## config.mk

```make
export PLATFORM = sky130hd
export DESIGN_NAME = fifo_buffer_acc
export DESIGN_NICKNAME = d
export VERILOG_FILES = /design/src/rtl/fifo_buffer_mem.sv /design/src/rtl/fifo_buffer_acc.sv
export SDC_FILE = /design/constraint.sdc
export NUM_CORES = 1
export LEC_CHECK = 0
export BUFFER_PORTS_ARGS = -buffer_cell sky130_fd_sc_hd__buf_2
export CAP_MARGIN = 10
export CORE_MARGIN = 3
export CORE_UTILIZATION = 55
export CTS_CLUSTER_DIAMETER = 30
export DETAILED_ROUTE_END_ITERATION = 16
export GPL_TIMING_DRIVEN = 0
export PLACE_DENSITY_LB_ADDON = 0.15
export RECOVER_POWER = 25
export SYNTH_ARGS = -nofsm -noshare
export SYNTH_HDL_FRONTEND = slang
export SYNTH_HIERARCHICAL = 1
export SYNTH_SLANG_ARGS = --single-unit
export TNS_END_PERCENT = 50
```

## constraint.sdc

```tcl
create_clock -name clk -period 5.5 [get_ports clk]
set_input_delay 0.275 -clock clk [delete_from_list [all_inputs] [get_ports clk]]
set_output_delay 0.275 -clock clk [all_outputs]
set_load 0.03 [all_outputs]
```

## src/rtl/fifo_buffer_mem.sv

```systemverilog
// rtl/fifo_buffer_mem.sv - storage array for fifo_buffer_acc: one write port, async read, async clear
module fifo_buffer_mem #(
  parameter int DataWidth   = 32,
  parameter int BufferWidth = 2,
  parameter int BufferSize  = 4
) (
  input  logic                   clk,
  input  logic                   aclr,
  input  logic                   we,
  input  logic [BufferWidth-1:0] waddr,
  input  logic [DataWidth-1:0]   wdata,
  input  logic [BufferWidth-1:0] raddr,
  output logic [DataWidth-1:0]   rdata
);

  logic [DataWidth-1:0] mem [BufferSize];

  always_ff @(posedge clk or posedge aclr) begin
    if (aclr) begin
      for (int i = 0; i < BufferSize; i++) mem[i] <= '0;
    end else if (we) begin
      mem[waddr] <= wdata;
    end
  end

  assign rdata = mem[raddr];

endmodule

```

## src/rtl/fifo_buffer_acc.sv

```systemverilog
// rtl/fifo_buffer_acc.sv - first-word-fall-through circular FIFO feeding the MAC accumulator
module fifo_buffer_acc #(
  parameter int DataWidth   = 32,
  parameter int BufferWidth = 2,
  parameter int BufferSize  = 4
) (
  input  logic                 clk,
  input  logic                 aclr,
  input  logic                 Push,
  input  logic                 Pop,
  input  logic [DataWidth-1:0] DataIn,
  output logic                 Empty,
  output logic                 Full,
  output logic [DataWidth-1:0] DataOut
);

  if (BufferSize != 2 ** BufferWidth) begin : g_size_check
    $fatal(1, "fifo_buffer_acc: BufferSize must equal 2**BufferWidth");
  end

  localparam logic [BufferWidth:0] FullCount = (BufferWidth + 1)'(BufferSize);

  logic [BufferWidth-1:0] wr_ptr;
  logic [BufferWidth-1:0] rd_ptr;
  logic [BufferWidth:0]   count;
  logic [DataWidth-1:0]   head;
  logic                   wr_en;
  logic                   rd_en;

  // A pop in the same cycle frees the slot, so a full FIFO still accepts the write.
  assign wr_en = Push & (~Full | Pop);
  assign rd_en = Pop & ~Empty;

  assign Empty   = (count == '0);
  assign Full    = (count == FullCount);
  assign DataOut = Empty ? '0 : head;

  fifo_buffer_mem #(
    .DataWidth  (DataWidth),
    .BufferWidth(BufferWidth),
    .BufferSize (BufferSize)
  ) u_mem (
    .clk  (clk),
    .aclr (aclr),
    .we   (wr_en),
    .waddr(wr_ptr),
    .wdata(DataIn),
    .raddr(rd_ptr),
    .rdata(head)
  );

  always_ff @(posedge clk or posedge aclr) begin
    if (aclr) begin
      wr_ptr <= '0;
      rd_ptr <= '0;
      count  <= '0;
    end else begin
      if (wr_en) wr_ptr <= wr_ptr + BufferWidth'(1);
      if (rd_en) rd_ptr <= rd_ptr + BufferWidth'(1);
      if (wr_en && !rd_en)      count <= count + (BufferWidth + 1)'(1);
      else if (rd_en && !wr_en) count <= count - (BufferWidth + 1)'(1);
    end
  end

endmodule

```

==> results of run 1 <==
[cells in the mapped netlist]
master,number
ha_1,1
fa_1,1
nand2b_2,1
dfrtp_1,135
mux2_2,127
nor2_1,3
nand3_1,1
nor2b_2,1
nor3b_2,1
buf_2,15
buf_4,8
mux4_2,32
xor2_1,5
nor4b_2,1
xnor2_1,2
inv_1,3
nor2b_1,32
nand2_1,2
nor3_4,1
nor3b_1,1
mux2_1,2
nand3b_1,2
[metal layers]
metal,global-route usage,part of all wire
met5,0,0
met4,0.0624,0.012
met3,0.0682,0.037
met2,0.332,0.49
met1,0.289,0.46
[worst max-delay path, stage by stage, from the launching register on]
cell and delay [ns]:
dfrtp_1 0.38, buf_2 0.25, buf_4 0.28, buf_4 0.25, mux4_2 0.31, nor2b_1 0.16, buf_2 0.20
[report_power, final]
| part | switching [W] | internal [W] |
|---|---|---|
| logic | 0.00125 | 0.00123 |
| registers | 0.000273 | 0.00151 |
| clock network | 0.000373 | 0.000704 |
| total | 0.00190 | 0.00344 |
[metrics by stage]
step	std cells	total power, W	hold WS, ns	setup slack, ns
floorplan	377	0.00367	0.0784	1.81
global placement	582	0.00420	0.220	0.547
detailed placement	583	0.00429	0.265	3.28
CTS	615	0.00540	0.0102	2.83
global route	615	0.00566	0.00582	2.70
finish	615	0.00534	0.0350	2.88
[area by class of cell]
| class | count | share of cell area |
|---|---|---|
| inverters | 3 | 0.00173 |
| clock buffers | 29 | 0.0705 |
| multi-input cells | 216 | 0.357 |
| clock inverters | 2 | 0.00832 |
| well taps | 136 | 0.0236 |
| repair buffers | 71 | 0.0528 |
| flip-flops and latches | 135 | 0.468 |
| plain buffers | 23 | 0.0187 |
[what timing repair did]
item	in CTS	in global routing
endpoints found under the hold margin	66	0
hold buffers	1	0
setup endpoints to repair	0	0
[logic make-up after synthesis]
logic type	after synthesis
xor+xnor	7
mux	161
fa+ha+maj	2
flops	135
simple gates	46
buf+inv	26
[worst min path at each step]
stage	start	slack, ns	cells after the start	to
floorplan	aclr	0.08	1	count[0]$_DFFE_PP0P_
finish	DataIn[7]	0.03	2	u_mem/mem[7]$_DFFE_PP0P_
global route	DataIn[24]	0.006	2	u_mem/mem[88]$_DFFE_PP0P_
CTS	DataIn[24]	0.01	2	u_mem/mem[120]$_DFFE_PP0P_
global placement	aclr	0.22	2	rd_ptr[1]$_DFFE_PP0P_
detailed placement	aclr	0.27	2	rd_ptr[1]$_DFFE_PP0P_
[state kept, by name (all words and copies together), names as in the netlist]
name	count
rd_ptr	2
count	3
u_mem/mem	128
wr_ptr	2
==> results.cfg, run 1 <==
[run_status]
violations = max-capacitance violations, max-slew violations
status = finished, violations left

[clock_network]
cts_buffer_depth = 2
worstSkewPairLatency_ns = 0.51
numCtsBuffers = 17
cts_tree = yes
htree_levels = 4
clock-root-buffer = clkbuf_8
cts_resized = 0
cts_setup_buffers = 0
clkTransAtPathRegs_ns = 0.05
cts.sinks = 135

[logic_synthesis]
yosys.area_share.simple = 0.0505
ys_ff_latch = 135
postSynthAreaPerCell_sq_um = 16.2
synth_top_cell_by_area = dfrtp_1
synth_top_area_share = 0.554
synth_cells = 377
synth-xor-area-share = 0.0101
synth_top_family_by_area = multiplexers
ys_warn_count = 6
syn-cell-area_sq_mm = 0.00610
synth_nets = 415
ys_types = 22
ys_seq_area_frac = 0.554
synthTopCellsByArea = dfrtp_1 (55%), mux2_2 (23%), mux4_2 (12%), nor2b_1 (3.3%), buf_2 (1.2%)
synthAdderAreaFrac = 0.00533
synthMuxAreaShare = 0.356
synth_compound_area_frac = 0

[worst_hold_path]
hp-class = input port to flip-flop

[global_route]
grt_antenna_before_repair = 0
grt_overflow = 0
grt_pass1_vias = 3917
grt_use_total = 0.212
grt_max_degree = 70
grt_pass1_wl_um = 20500

[cells_and_area]
regArea_sq_mm = 0.00338
postLayoutCellArea_sq_mm = 0.00722
nets = 505
n_antenna_cell = 0
final_common_cell = dfrtp_1
layout-drive-gt1-share = 0.587
postLayoutCoreUtil = 0.684
fill_cells = 725
final_cell_mix = dfrtp_1 (135), mux2_2 (127), buf_2 (83)
multi_input_area_sq_mm = 0.00257
area_growth_pct = 18.4

[worst_setup_path]
cp-startpoint = rd_ptr[0]$_DFFE_PP0P_
crit_fanout = 10
cp.arrival_ns = 2.35
rr_startpoint = count[0]$_DFFE_PP0P_
start_kind = flip-flop
rr_worst_depth = 8
worstReg2RegEnd = count[2]$_DFFE_PP0P_
crit_path_end = DataOut[19]
path_class = flip-flop to primary output
rrSetupSlack_ns = 3.28
cp.required_ns = 5.22
end_kind = primary output

[timing]
maxSlewHeadroom = -0.798
setup_violations = 0
setup_tns_ns = 0
rsz0062_at_grt = false
maxSlewViolCount = 60
finalHoldViolCount = 0
fin_crit_ns = 2.62
max_freq_ghz = 0.381
clock_skew_ns = 0.00687
worst_pin_slew_ns = 2.68
period_share = 0.477

[floorplanning]
rows = 37
initial_core_util = 0.578
die_area_sq_mm = 0.0124
num_io_pins = 70
dieHeight_um = 111
die_x_um = 111
core_sq_mm = 0.0106

[power]
total_leakage_power_nw = 3.19
p_per_area_mw_per_mm2 = 739
ir_drop_mv = 0.480

[routing]
drc = 0
drt_iter0_markers = 174
firstDrtPassIters = 4
vias = 3499
via_per_inst = 5.69
wl_per_cell_um = 19.4
drtAntennaViolNets = 0
wl_um = 12000

[flow_run]
maxCapViolations = 1

[placed_design]
gp_congestion = 0.702
portBuffers = 69
post_dp_cell_area_sq_mm = 0.00665
dp_hpwl_um = 7860
No activity file was read; power rests on OpenSTA's default activity.
==> run 2, diff against run 1 <==
==> constraint.sdc (replaced) <==
create_clock -name clk -period 2.5 [get_ports clk]
set_input_delay 0.125 -clock clk [delete_from_list [all_inputs] [get_ports clk]]
set_output_delay 0.125 -clock clk [all_outputs]
set_load 0.03 [all_outputs]
==> run 2 against run 1 <==
Effect of this change:
- the flow now finishes without violations
- non-clock buffer count is 36 higher
- via count is 3.3% higher
- routed wire length is 2.9% higher
- sequential cell count stayed put
- combinational power is 120% higher
- cell area is 4.5% higher
- critical path type unchanged
- highest routed layer unchanged
==> results.cfg, run 2 (synthesis gave the netlist of run 1 again) <==
[run_status]
status = finished, final reports clean

[clock_network]
clock-root-buffer = clkbuf_8
worstSkewPairLatency_ns = 0.52
cts_tree = yes
cts_buffer_depth = 2
cts.sinks = 135
clkTransAtPathRegs_ns = 0.05
numCtsBuffers = 17
htree_levels = 4
cts_setup_buffers = 0

[cells_and_area]
top_regs = u_mem/mem: 128 flops, count: 3 flops
largest_reg_flops = 128
largest-register = u_mem/mem
final_cell_mix = dfrtp_1 (135), mux2_2 (127), buf_2 (80)
nets = 541
layout-drive-gt1-share = 0.557
n_antenna_cell = 0
final_common_cell = dfrtp_1
area_growth_pct = 23.7

[power]
p_per_area_mw_per_mm2 = 1550
total_leakage_power_nw = 3.32
ir_drop_mv = 0.996

[routing]
wl_um = 12300
wl_met3_um = 370
via_per_inst = 5.55
drtAntennaViolNets = 0
dr.max_layer_used = met4
drc = 0
firstDrtPassIters = 4
vias = 3614
wl_met2_um = 6200
wl_per_cell_um = 18.9
drt_iter0_markers = 195
wl_met1_um = 5600

[global_route]
grt_pass1_vias = 4031
grt_overflow = 0
grt_pass1_wl_um = 20800
grt_use_total = 0.217
grt_antenna_before_repair = 0
grt_max_degree = 38

[worst_setup_path]
end_kind = primary output
crit_chain = clkbuf_4, buf_6, buf_4, mux4_2, nor2b_1, buf_2
crit_family = buffers and inverters
rr_worst_depth = 8
path_buf_inv = 4
start_kind = flip-flop
cp.arrival_ns = 2.24
crit_fanout = 10
worstReg2RegEnd = count[2]$_DFFE_PP0P_
rr_startpoint = count[0]$_DFFE_PP0P_
slowest_delay_ns = 0.38
path_class = flip-flop to primary output
rrSetupSlack_ns = 0.22
cp.required_ns = 2.38
worst_path_max_delay_cell = dfrtp_1

[timing]
setup_violations = 0
finalHoldViolCount = 0
clock_skew_ns = 0.00876
period_share = 0.948
rsz0062_at_grt = false
maxSlewViolCount = 0
fin_crit_ns = 2.37
max_freq_ghz = 0.422
worst_pin_slew_ns = 1.35
layout_setup_ws_ns = 0.130
setup_tns_ns = 0
maxSlewHeadroom = 0.0947

[floorplanning]
die_area_sq_mm = 0.0124
num_io_pins = 70
initial_core_util = 0.578
core_sq_mm = 0.0106
die_x_um = 111
rows = 37
dieHeight_um = 111

[worst_hold_path]
hp-class = input port to asynchronous set/reset pin

[placed_design]
gp_congestion = 0.736
place_ws_ns = 0.220
portBuffers = 69
dp_hpwl_um = 7930

[flow_run]
maxCapViolations = 0
==> run 2: cell count changes in the layout (fill, tap and decap cells not counted) <==
cell           change
clkbuf_8           -3
clkbuf_2           +1
buf_6              +3
buf_16             -1
clkinvlp_4         +3
buf_12             +1
clkbuf_1           -4
buf_2              -3
clkinv_2           +5
bufinv_16          -1
dlygate4sd3_1     +34
clkbuf_4           +1
==> run 2: tightest hold or removal path, cell delays in order <==
cell,delay [ns]
dlygate4sd3_1,0.53
clkbuf_1,0.11
inv_1,0.23
==> run 2: worst max path at each step <==
stage	startpoint	endpoint	slack [ns]	cells past startpoint
after floorplan	count[0]$_DFFE_PP0P_	count[1]$_DFFE_PP0P_	0.53	6
after global placement	aclr	u_mem/mem[15]$_DFFE_PP0P_	0.05	2
after detailed placement	count[0]$_DFFE_PP0P_	count[2]$_DFFE_PP0P_	0.22	8
after CTS	rd_ptr[0]$_DFFE_PP0P_	DataOut[17]	0.06	6
after global routing	rd_ptr[0]$_DFFE_PP0P_	DataOut[17]	0.001	6
final	rd_ptr[0]$_DFFE_PP0P_	DataOut[17]	0.13	6
==> run 2: routing by layer <==
layer	vias to the layer above	track usage
met3	11	0.0595
met2	55	0.347
met5	-	0
li1	1628	-
met1	1920	0.294
met4	0	0.0633
==> run 2: repair_timing <==
action | 4_1_cts | 5_1_grt
endpoints found under the hold margin | 167 | 0
hold buffers | 35 | 0
resized for setup | 3 | 2
endpoints found under the setup margin | 7 | 8
==> run 2: final cells by class <==
class	instances	area, sq um
Tap cell	136	170
Sequential cell	135	3380
Buffer	23	150
Clock buffer	22	453
Timing Repair Buffer	107	731
Multi-Input combinational cell	216	2570
Inverter	3	12.5
Fill cell	698	3010
Clock inverter	9	77.6
==> run 2: stage by stage <==
| stage | cells | instance area [sq um] | utilization | hold slack, ns | total power, W |
|---|---|---|---|---|---|
| after floorplan | 377 | 6100 | - | -0.0716 | 0.00809 |
| after global placement | 582 | 6620 | 0.627 | 0.0920 | 0.00925 |
| after detailed placement | 585 | 6680 | 0.633 | 0.103 | 0.00944 |
| after CTS | 651 | 7570 | 0.717 | 0.0958 | 0.0118 |
| after global routing | 651 | 7550 | 0.715 | 0.104 | 0.0124 |
| final | 651 | 7550 | 0.715 | 0.0999 | 0.0117 |
==> run 2: power breakdown <==
group | internal, W | switching [W] | total (W)
sequential | 0.00332 | 0.000602 | 0.00392
clock | 0.00135 | 0.000877 | 0.00223
combinational | 0.00276 | 0.00276 | 0.00553
==> run 3, diff against run 2 <==
==> constraint.sdc (replaced) <==
create_clock -name clk -period 2.5 [get_ports clk]
set_input_delay 0.625 -clock clk [delete_from_list [all_inputs] [get_ports clk]]
set_output_delay 0.625 -clock clk [all_outputs]
set_load 0.03 [all_outputs]
==> run 3 against run 2 <==
Effect of this change:
- the flow now finishes with violations (negative setup slack)
- maximum frequency shrank 11%
- count of clock-buffer cells in the layout stayed put
- hold slack got worse by 0.057 ns
- die area unchanged
- first-iteration DRC count increased by 7.2%
- core utilization up 0.59 points
- highest routed layer unchanged
==> results.cfg, run 3 (synthesis gave the netlist of run 1 again) <==
[run_status]
status = finished, violations left
violations = negative setup slack

[cells_and_area]
postLayoutCellArea_sq_mm = 0.00761
area_growth_pct = 24.8
regArea_sq_mm = 0.00338
n_antenna_cell = 0
postLayoutCoreUtil = 0.721
final_common_cell = dfrtp_1
multi_input_area_sq_mm = 0.00265
final_cell_mix = dfrtp_1 (135), mux2_2 (127), buf_2 (45)
nets = 517
fill_cells = 683
largest_reg_flops = 128
top_regs = u_mem/mem: 128 flops, count: 3 flops
layout-drive-gt1-share = 0.629
largest-register = u_mem/mem

[routing]
via_per_inst = 5.69
wl_per_cell_um = 19.9
drt_iter0_markers = 209
wl_um = 12500
firstDrtPassIters = 4
drc = 0
vias = 3565
drtAntennaViolNets = 0

[clock_network]
cts_tree = yes
numCtsBuffers = 17
cts_hold_buf = 0
clock-root-buffer = clkbuf_8
cts.sinks = 135
cts_buffer_depth = 2
clkTransAtPathRegs_ns = 0.05
htree_levels = 4
worstSkewPairLatency_ns = 0.52

[floorplanning]
die_x_um = 111
initial_core_util = 0.578
die_area_sq_mm = 0.0124
core_sq_mm = 0.0106
num_io_pins = 70
dieHeight_um = 111
rows = 37

[timing]
max_freq_ghz = 0.374
rsz0062_at_grt = true
fin_crit_ns = 2.68
period_share = 1.07
maxSlewViolCount = 0
layout_setup_ws_ns = -0.176
maxSlewHeadroom = 0.104
setup_violations = 32
whs_ns = 0.0429
worst_pin_slew_ns = 1.34
finalHoldViolCount = 0
clock_skew_ns = 0.00790

[placed_design]
post_dp_cell_area_sq_mm = 0.00668
dp_hpwl_um = 7930
portBuffers = 69
gp_congestion = 0.736

[worst_setup_path]
path_class = flip-flop to primary output
cp.arrival_ns = 2.05
start_kind = flip-flop
cp.required_ns = 1.88
end_kind = primary output
crit_fanout = 5

[global_route]
grt_overflow = 0
grt_max_degree = 38
grt_pass1_vias = 3896
grt_antenna_before_repair = 0
grt_use_total = 0.217
grt_pass1_wl_um = 20700

[power]
p_int_w = 0.00831
p_per_area_mw_per_mm2 = 1680
ir_drop_mv = 1.11
sequentialPowerShare = 0.308
total_leakage_power_nw = 3.35
netSwitchingFraction = 0.349
combPwrFrac = 0.517
p_switching_w = 0.00445
power_frac_clock = 0.175

[flow_run]
maxCapViolations = 0

[worst_hold_path]
hp-class = input port to asynchronous set/reset pin
[run 3: worst paths after layout]
kind,startpoint,end,slack [ns],cells after the start
setup / recovery,rd_ptr[1]$_DFFE_PP0P_,DataOut[20],-0.18,5
hold / removal,aclr,count[2]$_DFFE_PP0P_,0.04,2
setup reg to reg,count[0]$_DFFE_PP0P_,u_mem/mem[33]$_DFFE_PP0P_,0.31,5
hold reg to reg,u_mem/mem[66]$_DFFE_PP0P_,u_mem/mem[66]$_DFFE_PP0P_,0.50,1
max in group asynchronous,aclr,u_mem/mem[21]$_DFFE_PP0P_,0.37,4
min in group clk,DataIn[25],u_mem/mem[121]$_DFFE_PP0P_,0.37,2
[run 3: power groups by stage]
| stage | registers (W) | logic [W] | clock network [W] |
|---|---|---|---|
| after floorplan | 0.00374 | 0.00435 | 0 |
| after global placement | 0.00386 | 0.00538 | 0 |
| after detailed placement | 0.00394 | 0.00550 | 0 |
| after CTS | 0.00392 | 0.00627 | 0.00227 |
| after global routing | 0.00407 | 0.00701 | 0.00239 |
| final | 0.00393 | 0.00660 | 0.00223 |
[run 3: timing repair]
item                       in CTS  in global routing
pin swaps                       1                  0
gates resized for setup        61                 26
cloned                          1                  2
hold endpoints to repair        0                  0
setup buffers                   8                  0
setup endpoints to repair      33                 33
[run 3: cell type report]
class / instances / share of cell area
buffer: 23 / 0.0280
clock buffer: 22 / 0.0595
clock inverter: 9 / 0.0102
inverter: 3 / 0.00164
multi-input combinational: 216 / 0.348
sequential: 135 / 0.444
tap: 136 / 0.0224
timing repair buffer: 83 / 0.0865
[run 3: worst max-delay path, stage by stage, from the launching register on]
cell       delay (ns)
dfrtp_1          0.38
buf_6            0.18
clkbuf_16        0.17
mux4_2           0.47
nor2b_1          0.15
buf_4            0.17
[run 3: per-stage QoR]
step / cells / worst slack, ns / TNS, ns / power (W)
final: 627 / -0.176 / -4.10 / 0.0128
after global routing: 627 / -0.261 / -8.26 / 0.0135
after CTS: 625 / -0.195 / -4.70 / 0.0125
after detailed placement: 585 / 0.0467 / 0 / 0.00944
after global placement: 582 / -0.450 / -56.75 / 0.00925
after floorplan: 377 / 0.294 / 0 / 0.00809
[run 3: routing by layer]
layer | vias up | wire [um] | share of wire | track usage
met1 | 1897 | 5610 | 0.45 | 0.297
met3 | 18 | 514 | 0.041 | 0.0628
met4 | 0 | 167 | 0.013 | 0.0641
met5 | - | 0 | 0 | 0
li1 | 1579 | - | - | -
met2 | 71 | 6200 | 0.50 | 0.341
